===== src/rtl/mem_port_arbiter_pkg.sv =====
// mem_port_arbiter_pkg
//   Shared encodings for the memory port arbiter:
//   - owner_e : which requester the read data arriving this cycle belongs to
//   - gnt_e   : grant decision for the current cycle
package mem_port_arbiter_pkg;

    typedef enum logic [1:0] {
        OWN_NONE = 2'd0,
        OWN_IF   = 2'd1,
        OWN_D    = 2'd2
    } owner_e;

    typedef enum logic [1:0] {
        GNT_NONE = 2'd0,
        GNT_IF   = 2'd1,
        GNT_D    = 2'd2
    } gnt_e;

endpackage


===== src/rtl/mem_port_arbiter_if.sv =====
// mem_port_arbiter_if
//   Bundles the fetch requester, data requester and memory macro signals.
//   slave  : arbiter view (takes requests and mem_rdata, drives grants,
//            responses and the memory strobe/address/data).
//   master : environment view (core requesters plus memory macro).
interface mem_port_arbiter_if #(
    parameter int ADDR_W = 32,
    parameter int DATA_W = 32
);
    // fetch requester
    logic                  if_req;
    logic [ADDR_W-1:0]     if_addr;
    logic                  if_gnt;
    logic                  if_rvalid;
    logic [DATA_W-1:0]     if_rdata;
    // load/store requester
    logic                  d_req;
    logic                  d_we;
    logic [ADDR_W-1:0]     d_addr;
    logic [DATA_W-1:0]     d_wdata;
    logic [DATA_W/8-1:0]   d_be;
    logic                  d_gnt;
    logic                  d_rvalid;
    logic [DATA_W-1:0]     d_rdata;
    // memory macro
    logic                  mem_en;
    logic                  mem_we;
    logic [ADDR_W-1:0]     mem_addr;
    logic [DATA_W-1:0]     mem_wdata;
    logic [DATA_W/8-1:0]   mem_be;
    logic [DATA_W-1:0]     mem_rdata;

    modport slave (
        input  if_req, if_addr, d_req, d_we, d_addr, d_wdata, d_be, mem_rdata,
        output if_gnt, if_rvalid, if_rdata, d_gnt, d_rvalid, d_rdata,
               mem_en, mem_we, mem_addr, mem_wdata, mem_be
    );

    modport master (
        output if_req, if_addr, d_req, d_we, d_addr, d_wdata, d_be, mem_rdata,
        input  if_gnt, if_rvalid, if_rdata, d_gnt, d_rvalid, d_rdata,
               mem_en, mem_we, mem_addr, mem_wdata, mem_be
    );
endinterface


===== src/rtl/mem_port_arbiter_arb_prio.sv =====
// arb_prio
//   Combinational priority pick between fetch and data requests.
//   Data wins contention until starve_cnt reaches MAX_D_BURST, then fetch.
//   Ports: if_req, d_req, starve_cnt in; gnt (gnt_e) out.
module arb_prio
    import mem_port_arbiter_pkg::*;
#(
    parameter int MAX_D_BURST = 4,
    parameter int CNT_W       = $clog2(MAX_D_BURST + 1)
) (
    input  logic             if_req,
    input  logic             d_req,
    input  logic [CNT_W-1:0] starve_cnt,
    output gnt_e             gnt
);

    always_comb begin
        gnt = GNT_NONE;
        if (if_req && d_req)
            gnt = (starve_cnt == CNT_W'(MAX_D_BURST)) ? GNT_IF : GNT_D;
        else if (if_req)
            gnt = GNT_IF;
        else if (d_req)
            gnt = GNT_D;
    end

endmodule


===== src/rtl/mem_port_arbiter.sv =====
// mem_port_arbiter
//   Shares one synchronous memory port between instruction fetch and the
//   load/store path. One grant per cycle, zero-cycle grant, read data
//   returns one cycle later to whichever requester issued the read.
//   Ports:
//     clk  - rising-edge clock
//     rst  - synchronous active-high reset
//     bus  - mem_port_arbiter_if.slave (requesters + memory macro)
module mem_port_arbiter
    import mem_port_arbiter_pkg::*;
#(
    parameter int ADDR_W      = 32,
    parameter int DATA_W      = 32,
    parameter int MAX_D_BURST = 4
) (
    input  logic                   clk,
    input  logic                   rst,
    mem_port_arbiter_if.slave      bus
);

    localparam int CNT_W = $clog2(MAX_D_BURST + 1);
    localparam int BE_W  = DATA_W / 8;
    localparam logic [CNT_W-1:0] MAX_CNT = CNT_W'(MAX_D_BURST);

    gnt_e              gnt_raw;
    gnt_e              gnt;
    logic [CNT_W-1:0]  starve_cnt;
    logic [CNT_W-1:0]  starve_d;
    owner_e            owner_q;
    owner_e            owner_d;
    logic [DATA_W-1:0] if_hold;
    logic [DATA_W-1:0] d_hold;

    logic              mem_en;
    logic              mem_we;
    logic [ADDR_W-1:0] mem_addr;
    logic [DATA_W-1:0] mem_wdata;
    logic [BE_W-1:0]   mem_be;

    arb_prio #(
        .MAX_D_BURST (MAX_D_BURST),
        .CNT_W       (CNT_W)
    ) u_prio (
        .if_req     (bus.if_req),
        .d_req      (bus.d_req),
        .starve_cnt (starve_cnt),
        .gnt        (gnt_raw)
    );

    // Reset blocks the grant outright so nothing reaches memory while
    // the owner/counter state is being cleared.
    assign gnt        = rst ? GNT_NONE : gnt_raw;
    assign bus.if_gnt = (gnt == GNT_IF);
    assign bus.d_gnt  = (gnt == GNT_D);

    // Memory request mux: idle port drives all zeros.
    always_comb begin
        mem_en    = 1'b0;
        mem_we    = 1'b0;
        mem_addr  = '0;
        mem_wdata = '0;
        mem_be    = '0;
        case (gnt)
            GNT_IF: begin
                mem_en   = 1'b1;
                mem_addr = bus.if_addr;
                mem_be   = '1;
            end
            GNT_D: begin
                mem_en    = 1'b1;
                mem_we    = bus.d_we;
                mem_addr  = bus.d_addr;
                mem_wdata = bus.d_wdata;
                mem_be    = bus.d_be;
            end
            default: ;
        endcase
    end

    assign bus.mem_en    = mem_en;
    assign bus.mem_we    = mem_we;
    assign bus.mem_addr  = mem_addr;
    assign bus.mem_wdata = mem_wdata;
    assign bus.mem_be    = mem_be;

    // Starvation counter: counts data grants that bypassed a waiting fetch.
    // Anything else (fetch grant, fetch not waiting) clears it.
    always_comb begin
        starve_d = '0;
        if (gnt == GNT_D && bus.if_req)
            starve_d = (starve_cnt == MAX_CNT) ? MAX_CNT : starve_cnt + CNT_W'(1);
    end

    always_ff @(posedge clk) begin
        if (rst) starve_cnt <= '0;
        else     starve_cnt <= starve_d;
    end

    // Response owner: state register
    always_ff @(posedge clk) begin
        if (rst) owner_q <= OWN_NONE;
        else     owner_q <= owner_d;
    end

    // Response owner: next state. Stores never produce a response.
    always_comb begin
        owner_d = OWN_NONE;
        if (gnt == GNT_IF)
            owner_d = OWN_IF;
        else if (gnt == GNT_D && !bus.d_we)
            owner_d = OWN_D;
    end

    // Response owner: outputs. The owner sees mem_rdata directly; the
    // other requester keeps seeing its last delivered word.
    assign bus.if_rvalid = (owner_q == OWN_IF);
    assign bus.d_rvalid  = (owner_q == OWN_D);
    assign bus.if_rdata  = (owner_q == OWN_IF) ? bus.mem_rdata : if_hold;
    assign bus.d_rdata   = (owner_q == OWN_D)  ? bus.mem_rdata : d_hold;

    always_ff @(posedge clk) begin
        if (rst) begin
            if_hold <= '0;
            d_hold  <= '0;
        end else begin
            if (owner_q == OWN_IF) if_hold <= bus.mem_rdata;
            if (owner_q == OWN_D)  d_hold  <= bus.mem_rdata;
        end
    end

endmodule

===== src/flat_wrapper.sv =====
// flat-port wrapper written by rule: the top's interface ports become plain ports
module mem_port_arbiter_flat import mem_port_arbiter_pkg::*;
#(
    parameter int ADDR_W      = 32,
    parameter int DATA_W      = 32,
    parameter int MAX_D_BURST = 4
)
  (clk, rst, bus_if_req, bus_if_addr, bus_d_req, bus_d_we, bus_d_addr, bus_d_wdata, bus_d_be, bus_mem_rdata, bus_if_gnt, bus_if_rvalid, bus_if_rdata, bus_d_gnt, bus_d_rvalid, bus_d_rdata, bus_mem_en, bus_mem_we, bus_mem_addr, bus_mem_wdata, bus_mem_be);
  mem_port_arbiter_if #(.ADDR_W(ADDR_W), .DATA_W(DATA_W)) bus_i ();
  input  logic clk;
  input  logic rst;
  input wire logic [$bits(bus_i.if_req)-1:0] bus_if_req;
  input wire logic [$bits(bus_i.if_addr)-1:0] bus_if_addr;
  input wire logic [$bits(bus_i.d_req)-1:0] bus_d_req;
  input wire logic [$bits(bus_i.d_we)-1:0] bus_d_we;
  input wire logic [$bits(bus_i.d_addr)-1:0] bus_d_addr;
  input wire logic [$bits(bus_i.d_wdata)-1:0] bus_d_wdata;
  input wire logic [$bits(bus_i.d_be)-1:0] bus_d_be;
  input wire logic [$bits(bus_i.mem_rdata)-1:0] bus_mem_rdata;
  output wire logic [$bits(bus_i.if_gnt)-1:0] bus_if_gnt;
  output wire logic [$bits(bus_i.if_rvalid)-1:0] bus_if_rvalid;
  output wire logic [$bits(bus_i.if_rdata)-1:0] bus_if_rdata;
  output wire logic [$bits(bus_i.d_gnt)-1:0] bus_d_gnt;
  output wire logic [$bits(bus_i.d_rvalid)-1:0] bus_d_rvalid;
  output wire logic [$bits(bus_i.d_rdata)-1:0] bus_d_rdata;
  output wire logic [$bits(bus_i.mem_en)-1:0] bus_mem_en;
  output wire logic [$bits(bus_i.mem_we)-1:0] bus_mem_we;
  output wire logic [$bits(bus_i.mem_addr)-1:0] bus_mem_addr;
  output wire logic [$bits(bus_i.mem_wdata)-1:0] bus_mem_wdata;
  output wire logic [$bits(bus_i.mem_be)-1:0] bus_mem_be;
  assign bus_i.if_req = bus_if_req;
  assign bus_i.if_addr = bus_if_addr;
  assign bus_i.d_req = bus_d_req;
  assign bus_i.d_we = bus_d_we;
  assign bus_i.d_addr = bus_d_addr;
  assign bus_i.d_wdata = bus_d_wdata;
  assign bus_i.d_be = bus_d_be;
  assign bus_i.mem_rdata = bus_mem_rdata;
  assign bus_if_gnt = bus_i.if_gnt;
  assign bus_if_rvalid = bus_i.if_rvalid;
  assign bus_if_rdata = bus_i.if_rdata;
  assign bus_d_gnt = bus_i.d_gnt;
  assign bus_d_rvalid = bus_i.d_rvalid;
  assign bus_d_rdata = bus_i.d_rdata;
  assign bus_mem_en = bus_i.mem_en;
  assign bus_mem_we = bus_i.mem_we;
  assign bus_mem_addr = bus_i.mem_addr;
  assign bus_mem_wdata = bus_i.mem_wdata;
  assign bus_mem_be = bus_i.mem_be;
  mem_port_arbiter #(.ADDR_W(ADDR_W), .DATA_W(DATA_W), .MAX_D_BURST(MAX_D_BURST)) u_core (.clk(clk), .rst(rst), .bus(bus_i));
endmodule

===== config.mk =====
export PLATFORM = sky130hd
export DESIGN_NAME = mem_port_arbiter_flat
export DESIGN_NICKNAME = d
export VERILOG_FILES = /design/src/rtl/mem_port_arbiter_pkg.sv /design/src/rtl/mem_port_arbiter_if.sv /design/src/rtl/mem_port_arbiter_arb_prio.sv /design/src/rtl/mem_port_arbiter.sv /design/src/flat_wrapper.sv
export SDC_FILE = /design/constraint.sdc
export NUM_CORES = 1
export LEC_CHECK = 0
export CAP_MARGIN = 30
export CORE_AREA = 2 2 106 108
export CTS_CLUSTER_SIZE = 16
export DETAILED_ROUTE_END_ITERATION = 7
export DIE_AREA = 0 0 108 110
export GPL_TIMING_DRIVEN = 0
export HOLD_SLACK_MARGIN = 0.06
export MAX_ROUTING_LAYER = met4
export PLACE_DENSITY = 0.81
export SLEW_MARGIN = 25
export SYNTH_ARGS = -nofsm -noshare
export SYNTH_HDL_FRONTEND = slang
export SYNTH_SLANG_ARGS = --single-unit

===== constraint.sdc =====
create_clock -name clk -period 10.3 [get_ports clk]
set_input_delay 3.09 -clock clk [delete_from_list [all_inputs] [get_ports clk]]
set_output_delay 3.09 -clock clk [all_outputs]
set_load 0.05 [all_outputs]

==> results of run 1 <==
state kept, by name (all words and copies together) (netlist names):
signal / cells
u_core.owner_q: 2
u_core.d_hold: 32
u_core.if_hold: 32
u_core.starve_cnt: 3
kinds of logic (layout without fill, tap and decap cells):
group | count (synthesis) | after routing
AND/OR/NAND/NOR | 144 | 144
buffers and inverters | 38 | 327
other | 0 | 1
AO/OA/AOI/OAI | 39 | 39
multiplexers | 64 | 64
flip-flops | 69 | 69
adder cells (fa/ha/maj) | 5 | 5
metrics by stage:
stage	power, mW	cells	setup WS [ns]
6_report	0.705	789	0.878
2_1_floorplan	0.393	359	1.90
5_1_grt	0.734	789	0.657
3_5_place_dp	0.498	773	0.891
4_1_cts	0.712	788	0.869
3_3_place_gp	0.496	773	0.907
worst paths after layout:
kind                                   startpoint                              end  slack (ns)  cells past startpoint
hold / removal    u_core.starve_cnt[0]$_SDFF_PP0_  u_core.starve_cnt[0]$_SDFF_PP0_        0.54                      2
setup / recovery                              rst                 bus_mem_addr[20]        0.88                      9
setup reg to reg  u_core.starve_cnt[0]$_SDFF_PP0_     u_core.owner_q[0]$_SDFF_PP0_        8.25                      9
hold reg to reg   u_core.starve_cnt[0]$_SDFF_PP0_  u_core.starve_cnt[0]$_SDFF_PP0_        0.54                      2
critical path, cell delays in order:
cell and delay [ns]:
clkdlybuf4s50_1 0.58, clkbuf_1 0.41, nand3b_1 0.20, ha_1 0.20
clkbuf_1 0.39, buf_2 0.32, a22oi_1 0.11, nor2_1 0.18
clkdlybuf4s50_1 0.84
where the power goes:
group          internal (mW)  switching (mW)  total, mW
clock                  0.110           0.102      0.212
combinational          0.101           0.119      0.219
sequential             0.272         0.00143      0.273
synthesized netlist by cell type (2+ instances only):
master / instances
buf_6: 6
a22oi_1: 32
and3_1: 2
nor2_1: 36
dfxtp_1: 69
inv_1: 5
a21oi_1: 4
buf_2: 3
mux2_1: 6
mux2_4: 58
nand2b_1: 2
buf_1: 2
nor2b_1: 66
inv_2: 2
ha_1: 5
clkbuf_1: 19
and2_1: 33
metal layers:
metal / vias up / global-route usage / part of all wire
li1: 1770 / - / -
met1: 1803 / 0.288 / 0.40
met2: 177 / 0.416 / 0.50
met3: 20 / 0.0547 / 0.065
met4: 0 / 0.0852 / 0.031
met5: - / - / 0
area by class of cell:
cell class | count | area [um^2] | share of cell area
repair buffers | 274 | 2740 | 0.405
multi-input cells | 252 | 2090 | 0.309
flip-flops and latches | 69 | 1380 | 0.204
well taps | 140 | 175 | 0.0258
plain buffers | 31 | 169 | 0.0249
clock buffers | 9 | 124 | 0.0183
clock inverters | 6 | 63.8 | 0.00941
inverters | 7 | 26.3 | 0.00388
diodes | 1 | 2.50 | 0.000369
==> reports/metrics.cfg, run 1 <==
[timing]
finalSetupTns_ns=0
whs_ns=0.543
drv_slew=0
setup_viol_count_final=0
period_share=0.915
finalHoldViolations=0
fin_skew_ns=0.00862
slew_headroom=0.548
rsz0062_at_grt=no
max_freq_mhz=106
period_needed_ns=9.42
worst_pin_slew_ns=0.676

[logic_synthesis]
synth.distinct_cells=26
synthAdderAreaFrac=0.0170
synthXorXnorAreaFrac=0
synth_top_area_frac=0.376
synthMuxAreaShare=0.256
yosys_most_used_dff=dfxtp_1
syn_inst=359
yosys_warnings=0
synth-simple-area-share=0.222
synth.area.top_cells=dfxtp_1 38%, mux2_4 24%, nor2b_1 11%
synth-seq-cells=69
yosysTopAreaCell=dfxtp_1
synth_edf_count=0
synth.cell_area_um2=3670
syn_nets=501
synthArstFlopShare=0
postSynthAreaPerCell_um2=10.2
synth-compound-area-share=0.0760
synth_top_family_by_area=multiplexers
ys_seq_area_frac=0.376

[power]
power.density_nw_per_um2=104
max-vdd-ir-drop_v=0.0000567
leakage_nw=2.70

[placed_design]
place_hpwl_um=12000
postPlaceCellArea_um2=6590
routabilityCongestion=0.943
port_buffers=274

[final_layout]
drive_gt1_frac=0.131
final_common_cell=clkdlybuf4s50_1
nets=786
final_area_um2=6780
post-route-util=0.634
areaGrowthSynthToFinish_pct=84.7
nFillCells=870
layout_common_cells=274 x clkdlybuf4s50_1, 69 x dfxtp_1, 66 x nor2b_1

[worst_setup_path]
worstPathArrival_ns=6.33
cp_max_fo=10
worstSetupEndpointType=output port
critical_path_class=primary input to output port
required_ns=7.21
start_kind=primary input

[clock_tree]
clockBufferDepth=2
htree_levels=3
cts_root_buf=clkbuf_8
ctsResizeCount=0
cts.sinks=69
clkTransAtPathRegs_ns=0.07
cts_buffers=9
cts_hold_buf=0
cts_tree=built
cts_post_setup_buffers_inserted=0
clk_latency_ns=0.34

[route]
drt-initial-drc-count=241
drtPass1Iterations=4
viasPerCell=4.78
drc=0
wirelength_um=14700
dr_total_vias=3770
wl_per_cell_um=18.6
ant_nets=0

[floorplan]
core_area_um2=10700
initial_core_util=0.343
fp.dieH_um=110
design.die.area_um2=11900
die_w_um=108
ios=275
placementRows=38

[min_path]
min_path_type=register to register

[global_routing]
grt_use_total=0.245
first_global_vias=3841
antenna_found_initial=1
grt_overflow=0
grt_first_pass_wirelength_um=21200
grt_max_degree=13

[job]
max_cap_violations=0

[run_status]
status=finished, final reports clean

No activity file was read; power rests on OpenSTA's default activity.
==> inputs of run 2 (changes only) <==
--- a/config.mk
+++ b/config.mk
@@ -5,7 +5,7 @@
 export SDC_FILE = /design/constraint.sdc
 export NUM_CORES = 1
 export LEC_CHECK = 0
-export CAP_MARGIN = 30
+export CAP_MARGIN = 20
 export CORE_AREA = 2 2 106 108
 export CTS_CLUSTER_SIZE = 16
 export DETAILED_ROUTE_END_ITERATION = 7
@@ -14,7 +14,7 @@
 export HOLD_SLACK_MARGIN = 0.06
 export MAX_ROUTING_LAYER = met4
 export PLACE_DENSITY = 0.81
-export SLEW_MARGIN = 25
+export SLEW_MARGIN = 20
 export SYNTH_ARGS = -nofsm -noshare
 export SYNTH_HDL_FRONTEND = slang
 export SYNTH_SLANG_ARGS = --single-unit
==> results of run 2 <==
No change in the layout: final DEF, timing and power equal those of run 1.
==> inputs of run 3 (changes only) <==
--- a/config.mk
+++ b/config.mk
@@ -14,6 +14,7 @@
 export HOLD_SLACK_MARGIN = 0.06
 export MAX_ROUTING_LAYER = met4
 export PLACE_DENSITY = 0.81
+export RECOVER_POWER = 100
 export SLEW_MARGIN = 20
 export SYNTH_ARGS = -nofsm -noshare
 export SYNTH_HDL_FRONTEND = slang
==> run 3 against run 2 <==
Effect of this change:
- first-iteration DRC count shrank 20%
- critical path depth unchanged
- combinational power is 3% lower
- core utilization barely moved
- clock skew about the same
- via count shrank 0.21%
- largest cell class unchanged
==> reports/metrics.cfg, run 3 (same netlist as run 1, synthesis figures left out) <==
[clock_tree]
cts_hold_buf=0
htree_levels=3
ctsResizeCount=0
clockBufferDepth=2
cts_post_setup_buffers_inserted=0
cts.sinks=69
clkTransAtPathRegs_ns=0.07
cts_buffers=9
clk_latency_ns=0.34
cts_root_buf=clkbuf_8
cts_tree=built

[floorplan]
die_w_um=108
design.die.area_um2=11900
placementRows=38
core_area_um2=10700
initial_core_util=0.343
fp.dieH_um=110
ios=275

[worst_setup_path]
required_ns=7.21
worstPathArrival_ns=6.57
critical_path_class=primary input to output port
start_kind=primary input
worstSetupEndpointType=output port
cp_max_fo=10

[route]
wirelength_um=14700
ant_nets=0
dr_total_vias=3762
drc=0
viasPerCell=4.77
drt-initial-drc-count=194
drtPass1Iterations=5
wl_per_cell_um=18.6

[timing]
finalSetupTns_ns=0
slew_headroom=0.555
rsz0062_at_grt=no
period_share=0.937
whs_ns=0.544
drv_slew=0
worst_pin_slew_ns=0.666
fin_skew_ns=0.00883
max_freq_mhz=104
finalHoldViolations=0
period_needed_ns=9.66
setup_viol_count_final=0

[final_layout]
post-route-util=0.633
layout_common_cells=139 x clkdlybuf4s50_1, 135 x dlygate4sd3_1, 69 x dfxtp_1
nets=786
areaGrowthSynthToFinish_pct=84.7
drive_gt1_frac=0.130
final_common_cell=clkdlybuf4s50_1
largestRegisters=u_core.d_hold: 32 flops, u_core.if_hold: 32 flops, u_core.starve_cnt: 3 flops
final_area_um2=6780

[global_routing]
grt_overflow=0
grt_max_degree=13
grt_use_total=0.245
first_global_vias=3841
grt_first_pass_wirelength_um=21200
antenna_found_initial=1

[placed_design]
routabilityCongestion=0.943
postPlaceCellArea_um2=6590
place_hpwl_um=12000
port_buffers=274

[power]
max-vdd-ir-drop_v=0.0000565
power.density_nw_per_um2=103
power_mw=0.698
leakage_nw=3.12

[min_path]
min_path_type=register to register

[run_status]
status=finished, final reports clean

[job]
max_cap_violations=0

run 3: per-layer routing:
layer  wire [um]  track usage
met5           0            -
met3        1010       0.0547
met2        7390        0.416
met4         469       0.0852
met1        5820        0.288
run 3: layout make-up:
type,instances,area (um^2)
Antenna cell,1,2.50
Buffer,31,168
Clock buffer,9,124
Clock inverter,6,63.8
Fill cell,871,3920
Inverter,7,26.3
Multi-Input combinational cell,252,2090
Sequential cell,69,1380
Tap cell,140,175
Timing Repair Buffer,274,2740
run 3: final timing paths:
kind / cells after the start / slack, ns / startpoint / endpoint
max: 9 / 0.64 / rst / bus_mem_addr[0]
max reg2reg: 9 / 8.11 / u_core.starve_cnt[0]$_SDFF_PP0_ / u_core.owner_q[0]$_SDFF_PP0_
min: 2 / 0.54 / u_core.starve_cnt[0]$_SDFF_PP0_ / u_core.starve_cnt[0]$_SDFF_PP0_
min reg2reg: 2 / 0.54 / u_core.starve_cnt[0]$_SDFF_PP0_ / u_core.starve_cnt[0]$_SDFF_PP0_
run 3: critical path: stages:
cell             delay, ns
dlygate4sd3_1         0.65
clkbuf_1              0.42
nand3b_1              0.20
ha_1                  0.20
clkbuf_1              0.38
clkbuf_1              0.45
a22oi_1               0.18
nor2_1                0.14
clkdlybuf4s50_1       0.84
run 3: metrics by stage:
step,worst slack (ns),std cells
after floorplan,1.90,359
after global placement,0.907,773
after detailed placement,0.891,773
after CTS,0.869,788
after global routing,0.355,789
final,0.644,789
run 3: power breakdown:
part | internal, mW | total (mW) | switching (mW)
clock | 0.110 | 0.212 | 0.102
sequential | 0.272 | 0.273 | 0.00142
combinational | 0.0944 | 0.212 | 0.118
